==> config.mk <==
export PLATFORM = sky130hd
export DESIGN_NAME = charlie_matrix
export DESIGN_NICKNAME = d
export VERILOG_FILES = /design/src/rtl/charlie_matrix_pkg.sv /design/src/rtl/charlie_scan.sv /design/src/rtl/charlie_matrix.sv
export SDC_FILE = /design/constraint.sdc
export NUM_CORES = 1
export LEC_CHECK = 0
export ABC_AREA = 1
export CORE_UTILIZATION = 35
export DETAILED_ROUTE_END_ITERATION = 16
export SLEW_MARGIN = 20
export SYNTH_ARGS = -nofsm -noshare
export SYNTH_HDL_FRONTEND = slang
export SYNTH_SLANG_ARGS = --single-unit
==> constraint.sdc <==
create_clock -name clk -period 1.4 [get_ports clk]
set_clock_uncertainty 0.15 [all_clocks]
set_input_delay 0.28 -clock clk [delete_from_list [all_inputs] [get_ports clk]]
set_output_delay 0.28 -clock clk [all_outputs]
set_load 0.01 [all_outputs]
==> src/rtl/charlie_matrix_pkg.sv <==
`default_nettype none
// ============================================================================
// Module : charlie_matrix_pkg
// Shared types and constants for the charlieplex matrix driver.
// Optional feature macro: CHARLIE_MATRIX_PWM_EN (see charlie_matrix).
// Rev    : 1.0  initial release
// ============================================================================
package charlie_matrix_pkg;

    localparam int c_WB_DW    = 16;
    localparam int c_REG_ROW0 = 0;

    typedef enum logic [0:0] {
        ST_BLANK = 1'b0,
        ST_DRIVE = 1'b1
    } scan_state_e;

    // BRIGHT sits directly after the last row register.
    function automatic int f_reg_bright(input int pins);
        return c_REG_ROW0 + pins;
    endfunction

endpackage
`default_nettype wire

==> src/rtl/charlie_scan.sv <==
`default_nettype none
// ============================================================================
// Module : charlie_scan
// Row and tick sequencer: alternates a blanking gap and a drive dwell per row.
// Rev    : 1.0  initial release
// ============================================================================
module charlie_scan
    import charlie_matrix_pkg::*;
#(
    parameter  int PINS        = 7,
    parameter  int DWELL_TICKS = 64,
    parameter  int BLANK_TICKS = 2,
    localparam int c_ROW_W     = $clog2(PINS),
    localparam int c_CNT_W     = $clog2((DWELL_TICKS > BLANK_TICKS) ? DWELL_TICKS : BLANK_TICKS)
) (
    input  logic               clk,
    input  logic               rst,
    output logic [c_ROW_W-1:0] row_o,
    output scan_state_e        state_o,
    output logic [c_CNT_W-1:0] cnt_o,
    output logic               latch_o
);

    scan_state_e        state_q;
    logic [c_CNT_W-1:0] cnt_q;
    logic [c_ROW_W-1:0] row_q;
    logic               w_blank_done;
    logic               w_dwell_done;

    assign w_blank_done = (state_q == ST_BLANK) && (cnt_q == c_CNT_W'(BLANK_TICKS - 1));
    assign w_dwell_done = (state_q == ST_DRIVE) && (cnt_q == c_CNT_W'(DWELL_TICKS - 1));

    always_ff @(posedge clk) begin
        if (rst) begin
            state_q <= ST_BLANK;
            cnt_q   <= '0;
            row_q   <= '0;
        end else begin
            case (state_q)
                ST_BLANK: begin
                    if (w_blank_done) begin
                        state_q <= ST_DRIVE;
                        cnt_q   <= '0;
                    end else begin
                        cnt_q <= cnt_q + c_CNT_W'(1);
                    end
                end
                ST_DRIVE: begin
                    if (w_dwell_done) begin
                        state_q <= ST_BLANK;
                        cnt_q   <= '0;
                        row_q   <= (row_q == c_ROW_W'(PINS - 1)) ? '0 : row_q + c_ROW_W'(1);
                    end else begin
                        cnt_q <= cnt_q + c_CNT_W'(1);
                    end
                end
                default: begin
                    state_q <= ST_BLANK;
                    cnt_q   <= '0;
                end
            endcase
        end
    end

    // Strobe is high in the cycle whose closing edge enters DRIVE.
    assign latch_o = w_blank_done;
    assign row_o   = row_q;
    assign state_o = state_q;
    assign cnt_o   = cnt_q;

endmodule
`default_nettype wire

==> src/rtl/charlie_matrix.sv <==
`default_nettype none
// ============================================================================
// Module : charlie_matrix
// Wishbone-B4 classic slave with framebuffer driving a charlieplexed LED matrix.
// Define CHARLIE_MATRIX_PWM_EN to add the BRIGHT global dimming register.
// Rev    : 1.0  initial release
// ============================================================================
module charlie_matrix
    import charlie_matrix_pkg::*;
#(
    parameter int PINS        = 7,
    parameter int DWELL_TICKS = 64,
    parameter int BLANK_TICKS = 2,
    parameter int AW          = $clog2(PINS + 1)
) (
    input  logic               clk,
    input  logic               rst,
    input  logic               wb_cyc_i,
    input  logic               wb_stb_i,
    input  logic               wb_we_i,
    input  logic [AW-1:0]      wb_adr_i,
    input  logic [c_WB_DW-1:0] wb_dat_i,
    output logic [c_WB_DW-1:0] wb_dat_o,
    output logic               wb_ack_o,
    output logic [PINS-1:0]    charlie_o,
    output logic [PINS-1:0]    charlie_oe
);

    localparam int            c_ROW_W      = $clog2(PINS);
    localparam int            c_CNT_W      = $clog2((DWELL_TICKS > BLANK_TICKS) ? DWELL_TICKS : BLANK_TICKS);
    localparam logic [AW-1:0] c_ADR_BRIGHT = AW'(f_reg_bright(PINS));

    logic [c_ROW_W-1:0]         w_row;
    scan_state_e                w_state;
    logic [c_CNT_W-1:0]         w_cnt;
    logic                       w_latch;

    logic [PINS-1:0][PINS-1:0]  fb_q;
    logic [PINS-1:0]            shadow_q;
    logic                       ack_q;
    logic [c_WB_DW-1:0]         dat_q;
    logic [PINS-1:0]            pin_o_q;
    logic [PINS-1:0]            pin_oe_q;

    logic                       w_req;
    logic                       w_wr;
    logic                       w_row_hit;
    logic [c_ROW_W-1:0]         w_adr_row;
    logic [PINS-1:0]            w_anode;
    logic                       w_lit;
    logic [c_WB_DW-1:0]         w_rd_data;

    charlie_scan #(
        .PINS        (PINS),
        .DWELL_TICKS (DWELL_TICKS),
        .BLANK_TICKS (BLANK_TICKS)
    ) u_scan (
        .clk     (clk),
        .rst     (rst),
        .row_o   (w_row),
        .state_o (w_state),
        .cnt_o   (w_cnt),
        .latch_o (w_latch)
    );

    // Only the first cycle of a strobe is serviced; the ack itself blocks a repeat.
    assign w_req     = wb_cyc_i & wb_stb_i & ~ack_q;
    assign w_wr      = w_req & wb_we_i;
    assign w_row_hit = (wb_adr_i < c_ADR_BRIGHT);
    assign w_adr_row = wb_adr_i[c_ROW_W-1:0];
    assign w_anode   = PINS'(1) << w_row;

    always_ff @(posedge clk) begin
        if (rst) begin
            fb_q <= '0;
        end else if (w_wr && w_row_hit) begin
            fb_q[w_adr_row] <= wb_dat_i[PINS-1:0];
        end
    end

`ifdef CHARLIE_MATRIX_PWM_EN
    localparam int c_BRT_W = $clog2(DWELL_TICKS + 1);

    logic [c_BRT_W-1:0] bright_q;
    logic [c_BRT_W-1:0] bright_lat_q;

    always_ff @(posedge clk) begin
        if (rst) begin
            bright_q     <= c_BRT_W'(DWELL_TICKS);
            bright_lat_q <= c_BRT_W'(DWELL_TICKS);
        end else begin
            if (w_wr && (wb_adr_i == c_ADR_BRIGHT)) begin
                bright_q <= (wb_dat_i > c_WB_DW'(DWELL_TICKS)) ? c_BRT_W'(DWELL_TICKS)
                                                               : wb_dat_i[c_BRT_W-1:0];
            end
            if (w_latch) begin
                bright_lat_q <= bright_q;
            end
        end
    end

    assign w_lit = (32'(w_cnt) < 32'(bright_lat_q));
`else
    logic w_unused_cnt;
    assign w_unused_cnt = ^w_cnt;
    assign w_lit        = 1'b1;

    if (PINS < c_WB_DW) begin : g_dat_unused
        logic w_unused_dat;
        assign w_unused_dat = ^wb_dat_i[c_WB_DW-1:PINS];
    end
`endif

    always_comb begin
        w_rd_data = '0;
        if (w_row_hit) begin
            w_rd_data[PINS-1:0] = fb_q[w_adr_row];
        end
`ifdef CHARLIE_MATRIX_PWM_EN
        else if (wb_adr_i == c_ADR_BRIGHT) begin
            w_rd_data[c_BRT_W-1:0] = bright_q;
        end
`endif
    end

    always_ff @(posedge clk) begin
        if (rst) begin
            ack_q <= 1'b0;
            dat_q <= '0;
        end else begin
            ack_q <= w_req;
            dat_q <= (w_req && !wb_we_i) ? w_rd_data : '0;
        end
    end

    // Shadow is captured on the entry edge, so a same-edge write lands next frame.
    always_ff @(posedge clk) begin
        if (rst) begin
            shadow_q <= '0;
        end else if (w_latch) begin
            shadow_q <= fb_q[w_row] & ~w_anode;
        end
    end

    always_ff @(posedge clk) begin
        if (rst) begin
            pin_o_q  <= '0;
            pin_oe_q <= '0;
        end else if (w_state == ST_DRIVE) begin
            pin_o_q  <= w_anode;
            pin_oe_q <= ((shadow_q != '0) && w_lit) ? (w_anode | shadow_q) : '0;
        end else begin
            pin_o_q  <= '0;
            pin_oe_q <= '0;
        end
    end

    assign wb_ack_o   = ack_q;
    assign wb_dat_o   = dat_q;
    assign charlie_o  = pin_o_q;
    assign charlie_oe = pin_oe_q;

endmodule
`default_nettype wire

* Word-level counts from Yosys, hierarchy flattened
Cells that the tools add are included.
** Operators by class
- Shifts and indexed selects :: 1
- Order comparisons :: 4
- Bitwise operators :: 11
- Reductions and logical operators :: 11
- Eq/ne operators :: 3
- Add/subtract/negate cells :: 2
- Multiplexer cells :: 14
** Operators by type and width (count)
- $bwmux 49 :: 1
- $bmux 7 s3 :: 2
- $demux 7 s3 :: 1
- $mux 7 :: 3
- $mux 6 :: 2
- $pmux 6 s2 :: 1
- $lt 3x4->1 const B :: 2
- $and 7x7->7 :: 1
- $not 7->7 :: 1
- $or 7x7->7 :: 1
- $reduce_bool 7->1 :: 1
- $shl 1x3->7 const A :: 1
- $add 6x1->6 const B :: 1
- $eq 6x1->1 const B :: 1
- $eq 6x6->1 const B :: 1
- $reduce_or 3->1 :: 2
- $logic_and 1x1->1 :: 5
- $not 1->1 :: 5
- $add 3x1->3 const B :: 1
- $and 1x1->1 :: 3
- $eq 3x3->1 const B :: 1
- $ge 3x1->1 const B :: 1
- $lt 3x3->1 const B :: 1
- $mux 3 :: 1
- other kinds (5) :: 6
** Word-level totals
- Input bits :: 24
- Output and inout bits :: 31
- Word-level logic and storage cells :: 62
- Flip-flop bits (word level) :: 97

* Depth between registers and ports, before layout
Gate-level depths: netlist (run 1).
- Word-level depth :: 5
- Depth in mapped cells :: 10
- Depth with buffers taken out :: 9

* Cells and area by module
Synthesis (run 1) repeated with hierarchy kept, for this count alone.
** Second synthesis, totals
- Cells, all modules :: 597
- Area, all modules :: 4166.5 sq um
** Modules (own cells, without submodules)
- charlie_matrix :: area an instance 3661.0 sq um, cells an instance 535, instances 1
- charlie_scan :: area an instance 505.5 sq um, cells an instance 62, instances 1

* Worst setup path after synthesis (run 1)
OpenSTA, ideal clock, no wires.
- Path kind :: register -> register
- Start :: register u_scan.row_q[2], in the netlist u_scan.row_o[2]
- End :: register u_scan.row_q[2], in the netlist u_scan.row_o[2]
- Cell stages (with the launch flop) :: 8
- Clock period less this slack :: 1.443 ns
- Setup slack :: -0.043 ns
- Setup time :: 0.116 ns
- Arrival time :: 1.178 ns
- Path through :: dfxtp_1 > clkbuf_1 > inv_1 > buf_2 > ha_1 > inv_1 > a21oi_1 > nor2_1
** Between the ends
- Cells in the longest elaborated chain, start to end :: 2
- Elaborated cells between the ends (all ways) :: 3
** Ends and longest elaborated chain
- from (decl) :: line charlie_scan.sv:26 : logic [c_ROW_W-1:0] row_q;
- from (signal assigned) :: line charlie_scan.sv:52 : row_q <= (row_q == c_ROW_W'(PINS - 1)) ? '0 : row_q + c_ROW_W'(1);
- $add 3x1->3 or $eq 3x3->1 (tied branches) :: line charlie_scan.sv:52
- $mux 3 (*) :: line charlie_scan.sv:52
Mark *: on every way between the ends. The rest lies on a longest branch, timed or not.
A chain may end at the register's enable or synchronous reset.

* Final worst setup path (run 1)
- Start :: register ack_q, in the netlist wb_ack_o
- End :: register fb_q[13] (netlist bit)
** Between the ends
- Cells in the longest elaborated chain, start to end :: 4
** Ends and longest elaborated chain
- from (decl) :: line charlie_matrix.sv:40 : logic ack_q;
- from (signal assigned) :: line charlie_matrix.sv:131 : ack_q <= w_req;
- $not 1->1 :: line charlie_matrix.sv:67 : assign w_req = wb_cyc_i & wb_stb_i & ~ack_q;
- $and 1x1->1 :: line charlie_matrix.sv:67
- $and 1x1->1 :: line charlie_matrix.sv:68 : assign w_wr = w_req & wb_we_i;
- $logic_and 1x1->1 :: line charlie_matrix.sv:76 : end else if (w_wr && w_row_hit) begin
- to (signal, indexed assignment) :: line charlie_matrix.sv:77 : fb_q[w_adr_row] <= wb_dat_i[PINS-1:0];
- to (decl) :: line charlie_matrix.sv:38 : logic [PINS-1:0][PINS-1:0] fb_q;
Every way passes these cells.

==> flow_summary_export.csv, run 1 <==
group,metric,value,unit
yosys,yosys.area.top_type,"dfxtp_1",
sta,grt_setup_unrepaired,"true",
setup_path,reg2reg_slack,-0.10,ns
yosys,syn_inst,698,
sta,post-route-min-period,1.50,ns
grt,met3_usage,5.40,%
grt,gr-total-overflow,0,
sta,hold_violations,0,
power,p_per_area,958,nW/um^2
layout,antenna_cells,0,
yosys,synth_area_leaders,"dfxtp_1, nand2_1, nor2_1",
grt,grt_pass1_vias,4315,
sta,timing.final.ws_setup,-0.105,ns
floorplan,pin_count,55,
sta,setup_viol,49,
cts,clock_sinks,88,
placement,dp_hpwl,9100,um
yosys,ys_ff_latch,88,
floorplan,die_area,13100,sq um
placement,portBuffers,36,
status,status,"finished with violations",
routing,vias,4588,
flow_run,cap_violations,0,
setup_path,cp-end-kind,"flop",
cts,cts_max_level,3,
grt,track_usage,21.1,%
min_path,holdPathStages,3,
routing,drtIter0Drc,216,
setup_path,crit_path_max_incr_delay,0.33,ns
grt,met1_usage,24.9,%
sta,max_freq,0.665,GHz
setup_path,crit_family,"simple AND/OR/NAND/NOR gates",
power,p_leak,2.88,nW
setup_path,cp.arrival,1.60,ns
setup_path,crit_path_max_fanout,6,
layout,layout.nets,813,
setup_path,critPathLaunchType,"flop",
yosys,yosys_warnings,0,
yosys,avgSynthCellArea,6.33,sq um
floorplan,die_width,114,um
layout,num-fill-cells,1189,
setup_path,r2r_end,"fb_q[13]",
routing,drt_wl_total,13400,um
grt,grt_max_degree,34,
floorplan,initial_core_util,36.3,%
power,total_power,0.00610,W
cts,cts_buffers,9,
power,ir_worst_vdd,675,uV
placement,routabilityCongestion,0.881,
floorplan,die_y,114,um
setup_path,crit_chain,"inv_2 > nand4_1 > buf_4 > nor2_4 > buf_6 > nand3_4 > nand2_2 > nor2_1",
yosys,synth_area,4420,sq um
grt,antenna_found_initial,0,
min_path,hold_class,"in -> reg",
min_path,hold_start,"rst",
setup_path,worst-setup-path-type,"reg -> reg",
grt,grt_pass1_wl,21000,um
layout,synthToLayoutAreaGrowth,44.3,%
yosys,synth_seq_area_share,39.9,%
status,violations,"setup timing",
floorplan,coreArea,12200,sq um
setup_path,cpMaxStageDelayCell,"dfxtp_2",
setup_path,ff2ff_path_depth,8,
routing,vias_per_cell,4.78,
floorplan,fp-row-count,40,
cts,clk_pin_slew,0.06,ns
routing,wire_per_inst,13.9,um
cts,cts_root_buffer,"clkbuf_16",
layout,drive_gt1_share,28.3,%
grt,busiest_layer,"met2",
cts,clockBufferDepth,2,
min_path,hold_path_end,"u_scan.row_o[0]",
yosys,netlist.area_leader.share,39.9,%
cts,cts_tree,"built",
routing,drcViolationCount,0,
yosys,synth_cell_types,26,
cts,worstSkewPairLatency,0.35,ns
routing,drt_first_pass_iters,6,
placement,place_ws,-0.578,ns
grt,grt_use_met2,36.8,%
routing,final_antenna_net_count,0,
setup_path,cp.required,1.50,ns
setup_path,reg2reg_from,"wb_ack_o",
setup_path,critPathBufInv,3,
sta,finalCritPeriodShare,107,%
sta,drv_slew,0,
[synth_stat cells, drive strengths merged]
library cell,count
nor2,160
inv,70
buf,28
conb,1
ha,3
a21oi,16
dfxtp,88
or2,2
o21ai,16
nand2,242
a31o,2
xnor2,1
nand4,5
nor3,7
clkbuf,5
nand3,51
nand3b,1
[routing by layer]
metal  vias up  routed length [um]
met4         0                 311
met2       137                6680
li1       2293                   -
met5         -                   0
met1      2127                5680
met3        31                 696
[kinds of logic after synthesis]
logic type               Yosys count  synth area share [%]
XOR/XNOR                           1                 0.198
flip-flops                        88                  39.9
AND/OR/NAND/NOR                  468                  44.4
other                              1                0.0849
buffers and inverters            103                  10.6
AO/OA/AOI/OAI                     34                  4.02
adder cells (fa/ha/maj)            3                 0.850
[worst min-delay path, delay by kind of cell]
kind,cells,cell delay (ns)
buffers and inverters,2,0.28
AO/OA/AOI/OAI,1,0.03
[where the power goes]
group	switching, W	total (W)	internal (W)
registers	0.0000719	0.00265	0.00258
clock network	0.00102	0.00264	0.00162
logic	0.000469	0.000808	0.000340
[worst max path at each step]
stage	endpoint	slack, ns	start	cells after the start
final	fb_q[13]	-0.10	wb_ack_o	8
after global routing	fb_q[11]	-0.20	wb_ack_o	8
after CTS	fb_q[13]	-0.1	wb_ack_o	9
after detailed placement	fb_q[13]	-0.58	wb_adr_i[2]	9
after global placement	wb_dat_o[2]	-0.57	wb_adr_i[2]	7
after floorplan	u_scan.cnt_o[0]	0.03	u_scan.cnt_o[0]	8
[cells in the final DEF (no fill, tap or decap), drive strengths merged]
master,n
nand2,242
nor2,160
dfxtp,88
inv,70
buf,64
nand3,52
dlygate4sd2,25
o21ai,16
a21oi,16
clkbuf,12
conb,9
clkdlybuf4s50,7
nor3,7
nand4,5
ha,3
clkinvlp,2
or2,2
bufinv,2
dlymetal6s2s,2
a31o,2
clkinv,2
xnor2,1
nand3b,1
clkdlybuf4s15,1
[metrics by stage]
stage          instances  instance area [sq um]  util, %  hold WS [ns]  TNS (ns)
2_1_floorplan        706                   4450        -         0.199         0
3_3_place_gp         926                   5290     43.5         0.298    -37.47
3_5_place_dp         926                   5290     43.5         0.310    -37.80
4_1_cts              953                   5990     49.2         0.280     -1.87
5_1_grt              959                   6370     52.4         0.145     -7.70
6_report             959                   6370     52.4         0.130     -2.87
[sequential cells by signal, indices dropped and copies added, names as in the netlist]
register        cells
wb_ack_o            1
wb_dat_o            7
u_scan.row_o        3
charlie_oe          7
charlie_o           7
shadow_q            7
fb_q               49
u_scan.cnt_o        6
u_scan.state_o      1
[area by class of cell]
class	count	area (sq um)	share of cell area [%]
clock buffers	10	239	3.75
flip-flops and latches	88	1780	27.9
multi-input cells	516	2690	42.3
inverters	70	277	4.34
well taps	168	210	3.30
clock inverters	6	90.1	1.41
repair buffers	101	1080	17.0
[repair_timing]
action	4_1_cts	5_1_grt
pin swaps	12	45
setup endpoints to repair	103	80
cloned	6	2
buffers inserted	5	5
gates resized for setup	108	90
hold buffers	0	0
No activity file was read; power rests on OpenSTA's default activity.
==> run 2: changes to the inputs <==
- HOLD_SLACK_MARGIN: not set -> 0.06
==> results of run 2 <==
Final layout, timing and power as in run 1 (identical DEF).
